--- src/rtl/rgb_rx_pkg.sv ---
// Shared definitions for the RGB packet receiver: FSM encodings, check modes
// and the running check-byte update.
package rgb_rx_pkg;

  localparam int BYTE_W = 8;

  localparam int CHECK_NONE = 0;
  localparam int CHECK_XOR  = 1;
  localparam int CHECK_SUM  = 2;

  typedef enum logic [3:0] {
    IDLE    = 4'd0,
    START   = 4'd1,
    CMD     = 4'd2,
    LEN     = 4'd3,
    PAYLOAD = 4'd4,
    CHECK   = 4'd5,
    STOP    = 4'd6,
    DONE    = 4'd7,
    RESYNC  = 4'd8
  } rx_state_e;

  // Folds one received byte into the check accumulator; CHECK_NONE leaves it untouched.
  function automatic logic [BYTE_W-1:0] check_update(input logic [BYTE_W-1:0] acc,
                                                     input logic [BYTE_W-1:0] data,
                                                     input int                mode);
    case (mode)
      CHECK_XOR: check_update = acc ^ data;
      CHECK_SUM: check_update = acc + data;
      default:   check_update = acc;
    endcase
  endfunction

endpackage

--- src/rtl/rx_bit_sampler.sv ---
// Front end of the receiver: 2-flop synchroniser on the RX pin and a baud counter
// that strobes half a bit after the start edge, then once per full bit period.
module rx_bit_sampler #(
  parameter int CLKS_PER_BIT = 100
) (
  input  logic clk,
  input  logic reset,
  input  logic rx_in_i,
  input  logic idle_i,
  input  logic run_i,
  output logic rx_s_o,
  output logic start_o,
  output logic sample_o
);

  localparam int CNT_W = $clog2(CLKS_PER_BIT);
  localparam logic [CNT_W-1:0] HALF_LAST = CNT_W'(CLKS_PER_BIT / 2 - 1);
  localparam logic [CNT_W-1:0] FULL_LAST = CNT_W'(CLKS_PER_BIT - 1);

  logic [1:0]       sync_q;
  logic [CNT_W-1:0] cnt_q;
  logic             first_q;

  assign rx_s_o   = sync_q[1];
  assign start_o  = idle_i & ~sync_q[1];
  assign sample_o = run_i & (cnt_q == (first_q ? HALF_LAST : FULL_LAST));

  // The start edge re-arms the counter so the first strobe lands mid start bit.
  always_ff @(posedge clk or posedge reset) begin
    if (reset) begin
      sync_q  <= 2'b11;
      cnt_q   <= '0;
      first_q <= 1'b1;
    end else begin
      sync_q <= {sync_q[0], rx_in_i};
      if (start_o) begin
        cnt_q   <= '0;
        first_q <= 1'b1;
      end else if (sample_o) begin
        cnt_q   <= '0;
        first_q <= 1'b0;
      end else if (run_i) begin
        cnt_q <= cnt_q + 1'b1;
      end
    end
  end

endmodule

--- src/rtl/rgb_packet_rx_param.sv ---
// Serial RGB control-packet receiver: frame FSM, field assembly, check verification
// and shadow-registered packet outputs that only change on a good packet.
module rgb_packet_rx_param
  import rgb_rx_pkg::*;
#(
  parameter int CLKS_PER_BIT = 100,
  parameter int MAX_PAYLOAD  = 3,
  parameter int CHECK_MODE   = 1
) (
  input  logic                            clk,
  input  logic                            reset,
  input  logic                            rx_in,
  output logic                            pkt_valid,
  output logic [BYTE_W-1:0]               pkt_cmd,
  output logic [BYTE_W-1:0]               pkt_len,
  output logic [BYTE_W*MAX_PAYLOAD-1:0]   pkt_payload,
  output logic [BYTE_W-1:0]               pkt_check,
  output logic                            err_check,
  output logic                            err_frame,
  output logic                            err_length,
  output logic                            busy,
  output logic [3:0]                      state_dbg
);

  localparam int PAY_W = BYTE_W * MAX_PAYLOAD;
  localparam int CNT_W = $clog2(CLKS_PER_BIT);
  localparam logic [CNT_W-1:0]  RS_LAST = CNT_W'(CLKS_PER_BIT - 1);
  localparam logic [BYTE_W-1:0] MAX_LEN = BYTE_W'(MAX_PAYLOAD);

  rx_state_e         state_q, state_d;
  logic [2:0]        bit_q, bit_d;
  logic [4:0]        idx_q, idx_d;
  logic [BYTE_W-1:0] shift_q, shift_d;
  logic [BYTE_W-1:0] cmd_q, cmd_d, len_q, len_d, check_q, check_d, acc_q, acc_d;
  logic [PAY_W-1:0]  payload_q, payload_d;
  logic [CNT_W-1:0]  rs_cnt_q, rs_cnt_d;

  logic              pkt_valid_q, pkt_valid_d;
  logic              err_check_q, err_check_d, err_frame_q, err_frame_d;
  logic              err_length_q, err_length_d;
  logic [BYTE_W-1:0] pkt_cmd_q, pkt_cmd_d, pkt_len_q, pkt_len_d, pkt_check_q, pkt_check_d;
  logic [PAY_W-1:0]  pkt_payload_q, pkt_payload_d;

  logic              rx_s, start, sample, run, byte_done;
  logic [BYTE_W-1:0] rx_byte;

  assign run       = (state_q != IDLE) && (state_q != DONE) && (state_q != RESYNC);
  assign rx_byte   = {rx_s, shift_q[BYTE_W-1:1]};
  assign byte_done = sample && (bit_q == 3'd7);

  rx_bit_sampler #(.CLKS_PER_BIT(CLKS_PER_BIT)) u_sampler (
    .clk      (clk),
    .reset    (reset),
    .rx_in_i  (rx_in),
    .idle_i   (state_q == IDLE),
    .run_i    (run),
    .rx_s_o   (rx_s),
    .start_o  (start),
    .sample_o (sample)
  );

  always_comb begin
    state_d       = state_q;
    bit_d         = bit_q;
    idx_d         = idx_q;
    shift_d       = shift_q;
    cmd_d         = cmd_q;
    len_d         = len_q;
    check_d       = check_q;
    acc_d         = acc_q;
    payload_d     = payload_q;
    rs_cnt_d      = rs_cnt_q;
    pkt_valid_d   = 1'b0;
    err_check_d   = 1'b0;
    err_frame_d   = 1'b0;
    err_length_d  = 1'b0;
    pkt_cmd_d     = pkt_cmd_q;
    pkt_len_d     = pkt_len_q;
    pkt_payload_d = pkt_payload_q;
    pkt_check_d   = pkt_check_q;

    if (sample && (state_q inside {CMD, LEN, PAYLOAD, CHECK})) begin
      shift_d = rx_byte;
      bit_d   = bit_q + 3'd1;
    end

    unique case (state_q)
      IDLE: if (start) begin
        state_d   = START;
        bit_d     = '0;
        idx_d     = '0;
        acc_d     = '0;
        payload_d = '0;
      end
      START: if (sample) begin
        if (!rx_s) state_d = CMD;
        else begin
          err_frame_d = 1'b1;
          state_d     = IDLE;
        end
      end
      CMD: if (byte_done) begin
        cmd_d   = rx_byte;
        acc_d   = check_update(acc_q, rx_byte, CHECK_MODE);
        state_d = LEN;
      end
      LEN: if (byte_done) begin
        len_d = rx_byte;
        acc_d = check_update(acc_q, rx_byte, CHECK_MODE);
        if (rx_byte == '0 || rx_byte > MAX_LEN) begin
          err_length_d = 1'b1;
          rs_cnt_d     = '0;
          state_d      = RESYNC;
        end else begin
          state_d = PAYLOAD;
        end
      end
      PAYLOAD: if (byte_done) begin
        for (int i = 0; i < MAX_PAYLOAD; i++)
          if (idx_q == 5'(i)) payload_d[BYTE_W*i +: BYTE_W] = rx_byte;
        acc_d = check_update(acc_q, rx_byte, CHECK_MODE);
        idx_d = idx_q + 5'd1;
        if ({3'b000, idx_q} == len_q - 8'd1) state_d = CHECK;
      end
      CHECK: if (byte_done) begin
        check_d = rx_byte;
        state_d = STOP;
      end
      // Stop framing outranks the check; the packet outputs move only on success.
      STOP: if (sample) begin
        state_d = DONE;
        if (!rx_s) err_frame_d = 1'b1;
        else if (CHECK_MODE != CHECK_NONE && acc_q != check_q) err_check_d = 1'b1;
        else begin
          pkt_valid_d   = 1'b1;
          pkt_cmd_d     = cmd_q;
          pkt_len_d     = len_q;
          pkt_payload_d = payload_q;
          pkt_check_d   = check_q;
        end
      end
      DONE: state_d = IDLE;
      RESYNC: begin
        if (!rx_s) rs_cnt_d = '0;
        else if (rs_cnt_q == RS_LAST) state_d = IDLE;
        else rs_cnt_d = rs_cnt_q + 1'b1;
      end
      default: state_d = IDLE;
    endcase
  end

  always_ff @(posedge clk or posedge reset) begin
    if (reset) begin
      state_q       <= IDLE;
      bit_q         <= '0;
      idx_q         <= '0;
      shift_q       <= '0;
      cmd_q         <= '0;
      len_q         <= '0;
      check_q       <= '0;
      acc_q         <= '0;
      payload_q     <= '0;
      rs_cnt_q      <= '0;
      pkt_valid_q   <= 1'b0;
      err_check_q   <= 1'b0;
      err_frame_q   <= 1'b0;
      err_length_q  <= 1'b0;
      pkt_cmd_q     <= '0;
      pkt_len_q     <= '0;
      pkt_payload_q <= '0;
      pkt_check_q   <= '0;
    end else begin
      state_q       <= state_d;
      bit_q         <= bit_d;
      idx_q         <= idx_d;
      shift_q       <= shift_d;
      cmd_q         <= cmd_d;
      len_q         <= len_d;
      check_q       <= check_d;
      acc_q         <= acc_d;
      payload_q     <= payload_d;
      rs_cnt_q      <= rs_cnt_d;
      pkt_valid_q   <= pkt_valid_d;
      err_check_q   <= err_check_d;
      err_frame_q   <= err_frame_d;
      err_length_q  <= err_length_d;
      pkt_cmd_q     <= pkt_cmd_d;
      pkt_len_q     <= pkt_len_d;
      pkt_payload_q <= pkt_payload_d;
      pkt_check_q   <= pkt_check_d;
    end
  end

  assign pkt_valid   = pkt_valid_q;
  assign pkt_cmd     = pkt_cmd_q;
  assign pkt_len     = pkt_len_q;
  assign pkt_payload = pkt_payload_q;
  assign pkt_check   = pkt_check_q;
  assign err_check   = err_check_q;
  assign err_frame   = err_frame_q;
  assign err_length  = err_length_q;
  assign busy        = (state_q != IDLE);
  assign state_dbg   = state_q;

endmodule
--- config.mk ---
export PLATFORM = sky130hd
export DESIGN_NAME = rgb_packet_rx_param
export DESIGN_NICKNAME = d
export VERILOG_FILES = /design/src/rtl/rgb_rx_pkg.sv /design/src/rtl/rx_bit_sampler.sv /design/src/rtl/rgb_packet_rx_param.sv
export SDC_FILE = /design/constraint.sdc
export NUM_CORES = 1
export LEC_CHECK = 0
export CORE_ASPECT_RATIO = 1.25
export CORE_MARGIN = 1.5
export CORE_UTILIZATION = 62
export DETAILED_ROUTE_END_ITERATION = 10
export PLACE_DENSITY = 0.83
export SLEW_MARGIN = 10
export SYNTH_ARGS = -nofsm -noshare
export SYNTH_HDL_FRONTEND = slang
export SYNTH_SLANG_ARGS = --single-unit
--- constraint.sdc ---
create_clock -name clk -period 10 [get_ports clk]
set_clock_uncertainty 0.2 [all_clocks]
set_input_delay 1 -clock clk [delete_from_list [all_inputs] [get_ports clk]]
set_output_delay 1 -clock clk [all_outputs]
set_load 0.02 [all_outputs]
==> qor.yml, run 1 <==
clock_tree:
  ctsHoldBuffers: 0
  cts_inserted_buffers: 17
  cts_root_buffer: "clkbuf_16"
  htreeDepth: 4
  insertion_delay_ns: 0.42
  cts_sinks: 144
  clockBufferDepth: 2
  postCtsSetupBuffers: 0
  clkTransAtPathRegs_ns: 0.06
  cts_tree: "done"
  cts_resized: 0
routing:
  viasPerCell: 6.12
  firstDrtPassIters: 4
  wl_um: 13800
  ant_nets: 0
  routed-via-count: 4360
  dr.first_iter.drc_count: 302
  wire_per_inst_um: 19.4
  remaining_drc_errors: 0
hold_path:
  worstHoldStart: "u_sampler.sync_q[0]"
  min_path_type: "register to register"
  hold_end: "u_sampler.sync_q[1]"
  hold_depth: 0
critical_path:
  r2r-end: "pkt_payload[0]"
  reg2reg_depth: 6
  startpoint_type: "register"
  cpPeakStageDelay_ns: 0.57
  cp_cell_sequence: "nor3_1 -> nand2b_1 -> clkdlybuf4s50_1"
  r2r_setup_slack_ns: 6.84
  worstPathMaxFanout: 17
  cp_slowest_cell: "clkdlybuf4s50_1"
  cp.arrival_ns: 2.25
  r2r-start: "state_dbg[0]"
  cp.required_ns: 8.80
  critPathKind: "register to output port"
  end_kind: "output port"
synthesis:
  seq_area_frac_synth: 0.558
  ys_top_cells_by_area: "dfrtp_1, mux2_2, xnor2_1"
  ys_types: 59
  syn_inst: 513
  synth_ff_type: "dfrtp_1"
  synth_edf_count: 0
  synth_nets: 526
  yosys_warnings: 0
  synth_top_area_frac: 0.546
  syn_area_per_cell_um2: 12.6
  synth_area_um2: 6460
  synthArstFlopShare: 1.00
  netlist.top_cell.by_area: "dfrtp_1"
  synth-seq-cells: 144
placement:
  dpl.cell_count: 682
  dp_hpwl_um: 8930
  io_buffer_count: 59
  gp_congestion: 0.869
sta:
  fin_crit_ns: 3.45
  clock.fmax_mhz: 289
  finalSetupViolations: 0
  setup_tns_ns: 0
  timing.hold.ws_ns: 0.151
  worstMarginPinSlew_ns: 1.17
  finalCritPeriodShare: 0.345
  slew_headroom: 0.216
  rsz0062_at_grt: "no"
  slew_violations: 0
  hold_viol_final: 0
global_routing:
  grt_antenna_before_repair: 0
  grt.total_usage: 0.274
  grt_pass1_wl_um: 22600
  grt_max_degree: 81
  grt-ovfl-total: 0
  grt_pass1_vias: 4400
die:
  rows: 41
  die_h_um: 117
  dieArea_um2: 11000
  ios: 60
  initial_core_util: 0.639
  core-area_um2: 10100
  die_width_um: 94.3
run_status:
  status: "completed"
job:
  drv_cap: 0
power:
  leakagePower_nw: 3.60
  total_power_w: 0.00122
  power_density_nw_per_um2: 158
  peakVddDrop_mv: 0.120
finish:
  areaGrowthSynthToFinish_pct: 19.2
  final_common_cell: "dfrtp_1"
  antenna_cells: 0
  instances_no_fill: 713
  drive_above_1_share: 0.207
  nFillCells: 594
  final_cell_mix: "dfrtp_1, mux2_2, clkdlybuf4s50_1"
  fin_nets: 585
[through the flow]
stage / util / instance area [um2] / worst slack (ns)
2_1_floorplan: - / 6460 / 4.94
3_3_place_gp: 0.705 / 7120 / 6.91
3_5_place_dp: 0.705 / 7120 / 6.85
4_1_cts: 0.762 / 7700 / 6.59
5_1_grt: 0.762 / 7700 / 6.49
6_report: 0.762 / 7700 / 6.55
[cell families (layout without fill, tap and decap cells)]
kind of cell	Yosys count	count (layout)	synth area share
buffers and inverters	33	104	0.0258
adders and majority gates	10	10	0.0194
DFF	144	144	0.558
xor gates and xnor gates	32	32	0.0434
AOI/OAI and AO/OA	69	69	0.0827
muxes	82	82	0.145
and+or+nand+nor	143	143	0.126
[routing by layer]
layer	part of all wire	vias to the layer above	track usage
met5	0	-	0
li1	-	1961	-
met2	0.50	139	0.439
met1	0.42	2228	0.354
met4	0.030	0	0.135
met3	0.051	32	0.0633
[synth_stat cells (4+ instances only)]
library cell and n:
dfrtp_1 141, mux2_2 69, nor2_1 36, nand2_1 26, xnor2_1 23, o2bb2ai_1 22
o21ai_0 14, nand3_1 13, inv_1 11, clkbuf_1 10, ha_1 10, nor3_1 10
xor2_1 9, nor4b_1 8, buf_2 7, nand2b_1 7, nand4_1 7, and3_1 5
mux2_4 5, a21oi_1 4, a31oi_1 4, buf_6 4, mux2_1 4, mux2i_1 4
o2111ai_1 4, or3_1 4
[critical path: cells and delay by family, from the launching register on]
| family | cells | cell delay [ns] |
|---|---|---|
| simple gates | 2 | 0.70 |
| flops | 1 | 0.56 |
| buf+inv | 1 | 0.57 |
[worst max-delay path by stage]
| stage | from | to | cells past startpoint |
|---|---|---|---|
| after CTS | state_dbg[0] | busy | 3 |
| after global placement | reset | cmd_q[0] | 3 |
| after detailed placement | reset | pkt_cmd[0] | 3 |
| after global routing | state_dbg[0] | busy | 3 |
| final | state_dbg[0] | busy | 3 |
| after floorplan | reset | acc_q[0] | 1 |
[power breakdown]
part           leakage [nW]  internal [W]  total [W]  switching, W
clock                 0.286      0.000385   0.000622      0.000237
combinational          1.33    0.00000138  0.0000131     0.0000117
sequential             1.99      0.000584   0.000585    0.00000106
[state kept, by name, summed over array words and instances, names as in the netlist, 3 cells and up]
register,cells
check_q,8
pkt_payload,24
pkt_check,8
payload_q,24
idx_q,5
rs_cnt_q,7
len_q,8
pkt_len,8
bit_q,3
shift_q,7
u_sampler.cnt_q,7
acc_q,8
cmd_q,8
state_dbg,4
pkt_cmd,8
[layout make-up]
class | count | area, um2 | area share
Clock buffer | 22 | 474 | 0.0615
Clock inverter | 9 | 109 | 0.0141
Inverter | 11 | 46.3 | 0.00601
Multi-Input combinational cell | 336 | 2690 | 0.350
Sequential cell | 144 | 3610 | 0.468
Tap cell | 129 | 161 | 0.0209
Timing Repair Buffer | 62 | 613 | 0.0796
Note: power is estimated with default switching activity, not from simulation.
==> run 2, diff against run 1 <==
--- a/config.mk
+++ b/config.mk
@@ -7,9 +7,9 @@
 export LEC_CHECK = 0
 export CORE_ASPECT_RATIO = 1.25
 export CORE_MARGIN = 1.5
-export CORE_UTILIZATION = 62
+export CORE_UTILIZATION = 52
 export DETAILED_ROUTE_END_ITERATION = 10
-export PLACE_DENSITY = 0.83
+export PLACE_DENSITY = 0.74
 export SLEW_MARGIN = 10
 export SYNTH_ARGS = -nofsm -noshare
 export SYNTH_HDL_FRONTEND = slang
==> constraint.sdc (replaced) <==
create_clock -name clk -period 2.86 [get_ports clk]
set_clock_uncertainty 0.2 [all_clocks]
set_input_delay 0.286 -clock clk [delete_from_list [all_inputs] [get_ports clk]]
set_output_delay 0.286 -clock clk [all_outputs]
set_load 0.02 [all_outputs]
==> run 2 against run 1 <==
Sequential cell count did not move. Combinational power rose to 3.9 times the previous value. Largest cell class unchanged. Setup slack worse by 6.3 ns. Power grew to 3.9 times the previous value. Routed wire length is 0.10% higher. Cell area is 4.2% higher. Via count rose by 0.55%. Largest power group unchanged. Hold slack worse by 0.076 ns. Highest routed layer unchanged. Clock power grew to 4.2 times the previous value. Non-clock buffer count increased by 17. Critical endpoint is now payload_q[21].
==> qor.yml, run 2 (same netlist as run 1, synthesis figures left out) <==
hold_path:
  hold_end: "u_sampler.sync_q[0]"
  worstHoldStart: "rx_in"
  hold_depth: 1  # +1
  min_path_type: "primary input to register"
clock_tree:
  cts_tree: "done"
  clockBufferDepth: 2  # unchanged
  cts_root_buffer: "clkbuf_16"
  clkTransAtPathRegs_ns: 0.06  # about the same
  cts_sinks: 144  # unchanged
  cts_resized: 0  # unchanged
  insertion_delay_ns: 0.41  # about the same
  cts_inserted_buffers: 17  # unchanged
  ctsHoldBuffers: 0  # unchanged
  htreeDepth: 4  # unchanged
  postCtsSetupBuffers: 0  # unchanged
sta:
  hold_viol_final: 0  # unchanged
  rsz0062_at_grt: "no"
  finalSetupViolations: 0  # unchanged
  setup_tns_ns: 0  # unchanged
  worstMarginPinSlew_ns: 0.740  # -0.427 ns
  finalCritPeriodShare: 0.905
  fin_crit_ns: 2.59
  slew_violations: 0  # unchanged
  slew_headroom: 0.503  # +0.287
  clock.fmax_mhz: 386
finish:
  drive_above_1_share: 0.233  # +0.0254
  instances_no_fill: 766  # +7.4%
  final_common_cell: "dfrtp_1"
  fin_nets: 602  # +2.9%
  utilization: 0.660  # -0.102
  areaGrowthSynthToFinish_pct: 24.2
  nFillCells: 933  # +57%
  final_area_um2: 8030  # +4.2%
  antenna_cells: 0  # unchanged
  final_cell_mix: "dfrtp_1, mux2_2, clkdlybuf4s50_1"
critical_path:
  cp.required_ns: 2.99  # -5.81 ns
  reg2reg_depth: 6  # unchanged
  r2r-start: "state_dbg[2]"
  cp-startpoint: "state_dbg[2]"
  critPathKind: "register to register"
  r2r_setup_slack_ns: 0.27  # -6.57 ns
  cp.arrival_ns: 2.71  # +0.46 ns
  startpoint_type: "register"
  r2r-end: "payload_q[21]"
  end_kind: "register"
  worstPathMaxFanout: 13  # -4
placement:
  gp_congestion: 0.846  # -2.7%
  place_area_um2: 7320  # +2.7%
  dpl.cell_count: 734  # +7.6%
  dp_hpwl_um: 9250  # +3.6%
  io_buffer_count: 59  # unchanged
global_routing:
  grt_antenna_before_repair: 0  # unchanged
  grt_pass1_vias: 4496  # +2.2%
  grt-ovfl-total: 0  # unchanged
  grt.total_usage: 0.231  # -0.0432
  grt_max_degree: 145  # +79%
  grt_pass1_wl_um: 22900  # +1.7%
power:
  power_density_nw_per_um2: 587  # +270%
  peakVddDrop_mv: 0.419  # +250%
  leakagePower_nw: 3.75  # +4.0%
  total_power_w: 0.00472  # +290%
routing:
  viasPerCell: 5.72  # -6.4%
  firstDrtPassIters: 5  # +1
  ant_nets: 0  # unchanged
  wl_um: 13800  # +0.10%
  wire_per_inst_um: 18.1  # -6.8%
  routed-via-count: 4384  # +0.55%
  remaining_drc_errors: 0  # unchanged
  dr.first_iter.drc_count: 251  # -17%
die:
  dieArea_um2: 13100  # +19%
  ios: 60  # unchanged
  rows: 45  # +9.8%
  initial_core_util: 0.531  # -0.108
  die_width_um: 103  # +8.9%
  die_h_um: 128  # +9.0%
  core-area_um2: 12200  # +20%
run_status:
  status: "completed"
job:
  drv_cap: 0  # unchanged
==> run 2: per-stage QoR <==
stage / setup WS, ns / hold WS, ns
final: 0.272 / 0.0756
after CTS: 0.311 / 0.0683
after global routing: 0.144 / 0.0692
after global placement: 0.461 / 0.148
after detailed placement: 0.318 / 0.148
after floorplan: 0.512 / 0.0905
==> run 2: worst max path at each step <==
| stage | cells after the start | end |
|---|---|---|
| 2_1_floorplan | 8 | pkt_check[7] |
| 3_3_place_gp | 5 | cmd_q[2] |
| 3_5_place_dp | 6 | payload_q[21] |
| 4_1_cts | 6 | payload_q[21] |
| 5_1_grt | 6 | payload_q[21] |
| 6_report | 6 | payload_q[21] |
==> run 2: area by class of cell <==
class,instances,area [um2],area share
clock buffer,20,457,0.0569
clock inverter,12,253,0.0315
multi-input combinational,336,2690,0.336
inverter,11,45.0,0.00561
tap,164,205,0.0256
sequential,144,3610,0.449
timing repair buffer,79,766,0.0954
==> run 2: power by group <==
part / switching (W) / leakage (nW) / internal, W / total (W)
clock: 0.000843 / 0.341 / 0.00178 / 0.00262
combinational: 0.0000437 / 1.42 / 0.00000766 / 0.0000513
sequential: 0.000000513 / 1.99 / 0.00204 / 0.00204
total: 0.000887 / 3.75 / 0.00383 / 0.00472
==> run 2: routing by layer <==
metal	vias up	routed length, um	GRT usage
met1	2228	5920	0.304
met4	0	360	0.0894
li1	2010	-	-
met2	117	7020	0.372
met5	-	0	0
met3	29	544	0.0514
==> run 2: critical path, stage by stage, from the launching register on <==
cell and delay, ns:
dfrtp_1 0.51, or3_1 0.53, o2111ai_4 0.14, buf_4 0.26
nor3_4 0.10, a31oi_1 0.56, o2bb2ai_1 0.20
==> run 3, diff against run 2 <==
--- a/config.mk
+++ b/config.mk
@@ -7,9 +7,10 @@
 export LEC_CHECK = 0
 export CORE_ASPECT_RATIO = 1.25
 export CORE_MARGIN = 1.5
-export CORE_UTILIZATION = 52
+export CORE_UTILIZATION = 62
 export DETAILED_ROUTE_END_ITERATION = 10
-export PLACE_DENSITY = 0.74
+export DONT_BUFFER_PORTS = 1
+export PLACE_DENSITY = 0.76
 export SLEW_MARGIN = 10
 export SYNTH_ARGS = -nofsm -noshare
 export SYNTH_HDL_FRONTEND = slang
==> constraint.sdc (replaced) <==
create_clock -name clk -period 2.8 [get_ports clk]
set_clock_uncertainty 0.2 [all_clocks]
set_input_delay 0.28 -clock clk [delete_from_list [all_inputs] [get_ports clk]]
set_output_delay 0.28 -clock clk [all_outputs]
set_load 0.02 [all_outputs]
==> run 3 against run 2 <==
Critical path depth rose by 1. Fmax decreased by 0.13%. Count of clock-buffer cells in the layout unchanged. Non-clock buffer count is 47 lower. Utilization grew 6.2 points. Sequential power is 2% higher. Sequential share of layout area up 4.5 points. Hold slack improved by 0.098 ns. Critical endpoint is now rs_cnt_q[6].
==> qor.yml, run 3 (same netlist as run 1, synthesis figures left out) <==
run_status:
  status: "completed"
critical_path:
  r2r-end: "rs_cnt_q[6]"
  cp.arrival_ns: 2.71  # about the same
  critPathKind: "register to register"
  cp.required_ns: 2.91  # -0.08 ns
  worstPathMaxFanout: 5  # -8
  startpoint_type: "register"
  r2r-start: "bit_q[0]"
  end_kind: "register"
  endpoint: "rs_cnt_q[6]"
  reg2reg_depth: 7  # +1
  r2r_setup_slack_ns: 0.21  # -0.06 ns
  cp-startpoint: "bit_q[0]"
power:
  p_switching_w: 0.000880  # -0.87%
  total_power_w: 0.00414  # -12%
  combPwrFrac: 0.013  # +0.002
  power.share.sequential: 0.504  # +0.071
  p_sw_frac: 0.213  # +0.0245
  leakagePower_nw: 3.51  # -6.2%
  peakVddDrop_mv: 0.486  # +16%
  clkPwrFrac: 0.482  # -0.074
  power_density_nw_per_um2: 567  # -3.6%
  intPower_w: 0.00326  # -15%
clock_tree:
  htreeDepth: 4  # unchanged
  cts_sinks: 144  # unchanged
  cts_root_buffer: "clkbuf_16"
  insertion_delay_ns: 0.42  # about the same
  postCtsSetupBuffers: 0  # unchanged
  clkTransAtPathRegs_ns: 0.06  # about the same
  clockBufferDepth: 2  # unchanged
  cts_tree: "done"
  cts_resized: 0  # unchanged
  cts_inserted_buffers: 17  # unchanged
sta:
  slew_headroom: 0.423  # -0.0796
  finalCritPeriodShare: 0.926  # +0.0206
  setup_tns_ns: 0  # unchanged
  clock.fmax_mhz: 386  # -0.13%
  rsz0062_at_grt: "no"
  fin_crit_ns: 2.59  # +0.00328 ns
  finalSetupViolations: 0  # unchanged
  worstMarginPinSlew_ns: 0.864  # +0.123 ns
  hold_viol_final: 0  # unchanged
  slew_violations: 0  # unchanged
finish:
  final_common_cell: "dfrtp_1"
  antenna_cells: 0  # unchanged
  nFillCells: 666  # -29%
  areaGrowthSynthToFinish_pct: 13.0
  drive_above_1_share: 0.268  # +0.0351
  final_cell_mix: "dfrtp_1, mux2_2, nor2_1"
  utilization: 0.722  # +0.0623
  fin_nets: 555  # -7.8%
die:
  die_width_um: 94.3  # -8.2%
  rows: 41  # -8.9%
  die_h_um: 117  # -8.2%
  ios: 60  # unchanged
  dieArea_um2: 11000  # -16%
  core-area_um2: 10100  # -17%
  initial_core_util: 0.639  # +0.108
global_routing:
  grt_pass1_vias: 4375  # -2.7%
  grt.total_usage: 0.268  # +0.0372
  grt-ovfl-total: 0  # unchanged
  grt_pass1_wl_um: 22200  # -3.4%
  grt_max_degree: 42  # -71%
  grt_antenna_before_repair: 0  # unchanged
hold_path:
  min_path_type: "register to register"
routing:
  routed-via-count: 4175  # -4.8%
  remaining_drc_errors: 0  # unchanged
  viasPerCell: 6.12  # +7.0%
  ant_nets: 0  # unchanged
  firstDrtPassIters: 4  # -1
  dr.first_iter.drc_count: 205  # -18%
  wire_per_inst_um: 19.5  # +7.9%
  wl_um: 13300  # -4.0%
placement:
  gp_congestion: 0.906  # +7.1%
  dp_hpwl_um: 9120  # -1.4%
  io_buffer_count: 0  # -100%
job:
  drv_cap: 0  # unchanged
## run 3: cell types whose count changed in the layout (fill, tap and decap cells not counted)
cell	before	now
clkinvlp_4	2	4
inv_6	2	1
bufinv_16	7	0
clkinv_2	0	5
dlygate4sd3_1	0	2
clkinv_4	2	1
buf_4	18	28
clkdlybuf4s50_1	59	0
## run 3: repair_timing
action	CTS	global route
hold endpoints to repair	37	0
setup endpoints to repair	0	0
hold buffers	2	0
## run 3: per-stage QoR
step	hold WS [ns]	area [um2]	cells	setup WS, ns
floorplan	0.0845	6470	513	0.452
global placement	0.0845	6760	650	0.384
detailed placement	0.0845	6760	650	0.285
CTS	0.174	7300	682	0.221
global route	0.170	7300	682	0.104
finish	0.174	7300	682	0.208
## run 3: how the worst min path moves through the flow
stage	from	cells after the start	to	slack [ns]
3_5_place_dp	rx_in	0	u_sampler.sync_q[0]	0.08
2_1_floorplan	rx_in	0	u_sampler.sync_q[0]	0.08
5_1_grt	u_sampler.sync_q[0]	0	u_sampler.sync_q[1]	0.17
6_report	u_sampler.sync_q[0]	0	u_sampler.sync_q[1]	0.17
4_1_cts	u_sampler.sync_q[0]	0	u_sampler.sync_q[1]	0.17
3_3_place_gp	rx_in	0	u_sampler.sync_q[0]	0.08
## run 3: area by class of cell
class | count | area (um2) | share of cell area
clock inverter | 10 | 65.1 | 0.00891
multi-input combinational | 336 | 2690 | 0.369
timing repair buffer | 32 | 270 | 0.0370
tap | 129 | 161 | 0.0221
sequential | 144 | 3610 | 0.494
inverter | 11 | 45.0 | 0.00617
clock buffer | 20 | 457 | 0.0626
## run 3: metal layers
metal | global-route usage | vias to the layer above | share of wire
li1 | - | 1907 | -
met4 | 0.101 | 0 | 0.019
met3 | 0.0607 | 21 | 0.051
met1 | 0.342 | 2129 | 0.42
met2 | 0.449 | 118 | 0.51
met5 | 0 | - | 0
## run 3: power by group through the flow
stage	sequential [W]	combinational (W)	clock, W
finish	0.00209	0.0000556	0.00199
global route	0.00208	0.0000661	0.00212
CTS	0.00209	0.0000582	0.00202
detailed placement	0.00212	0.0000557	0
global placement	0.00212	0.0000537	0
floorplan	0.00212	0.0000340	0
## run 3: critical path, cell delays in order (launching register included)
cell and delay, ns:
dfrtp_1 0.36, ha_1 0.19, ha_1 0.22, nor3b_1 0.46, o2111ai_1 0.24, o21a_1 0.25, or2_1 0.30, o31ai_1 0.28
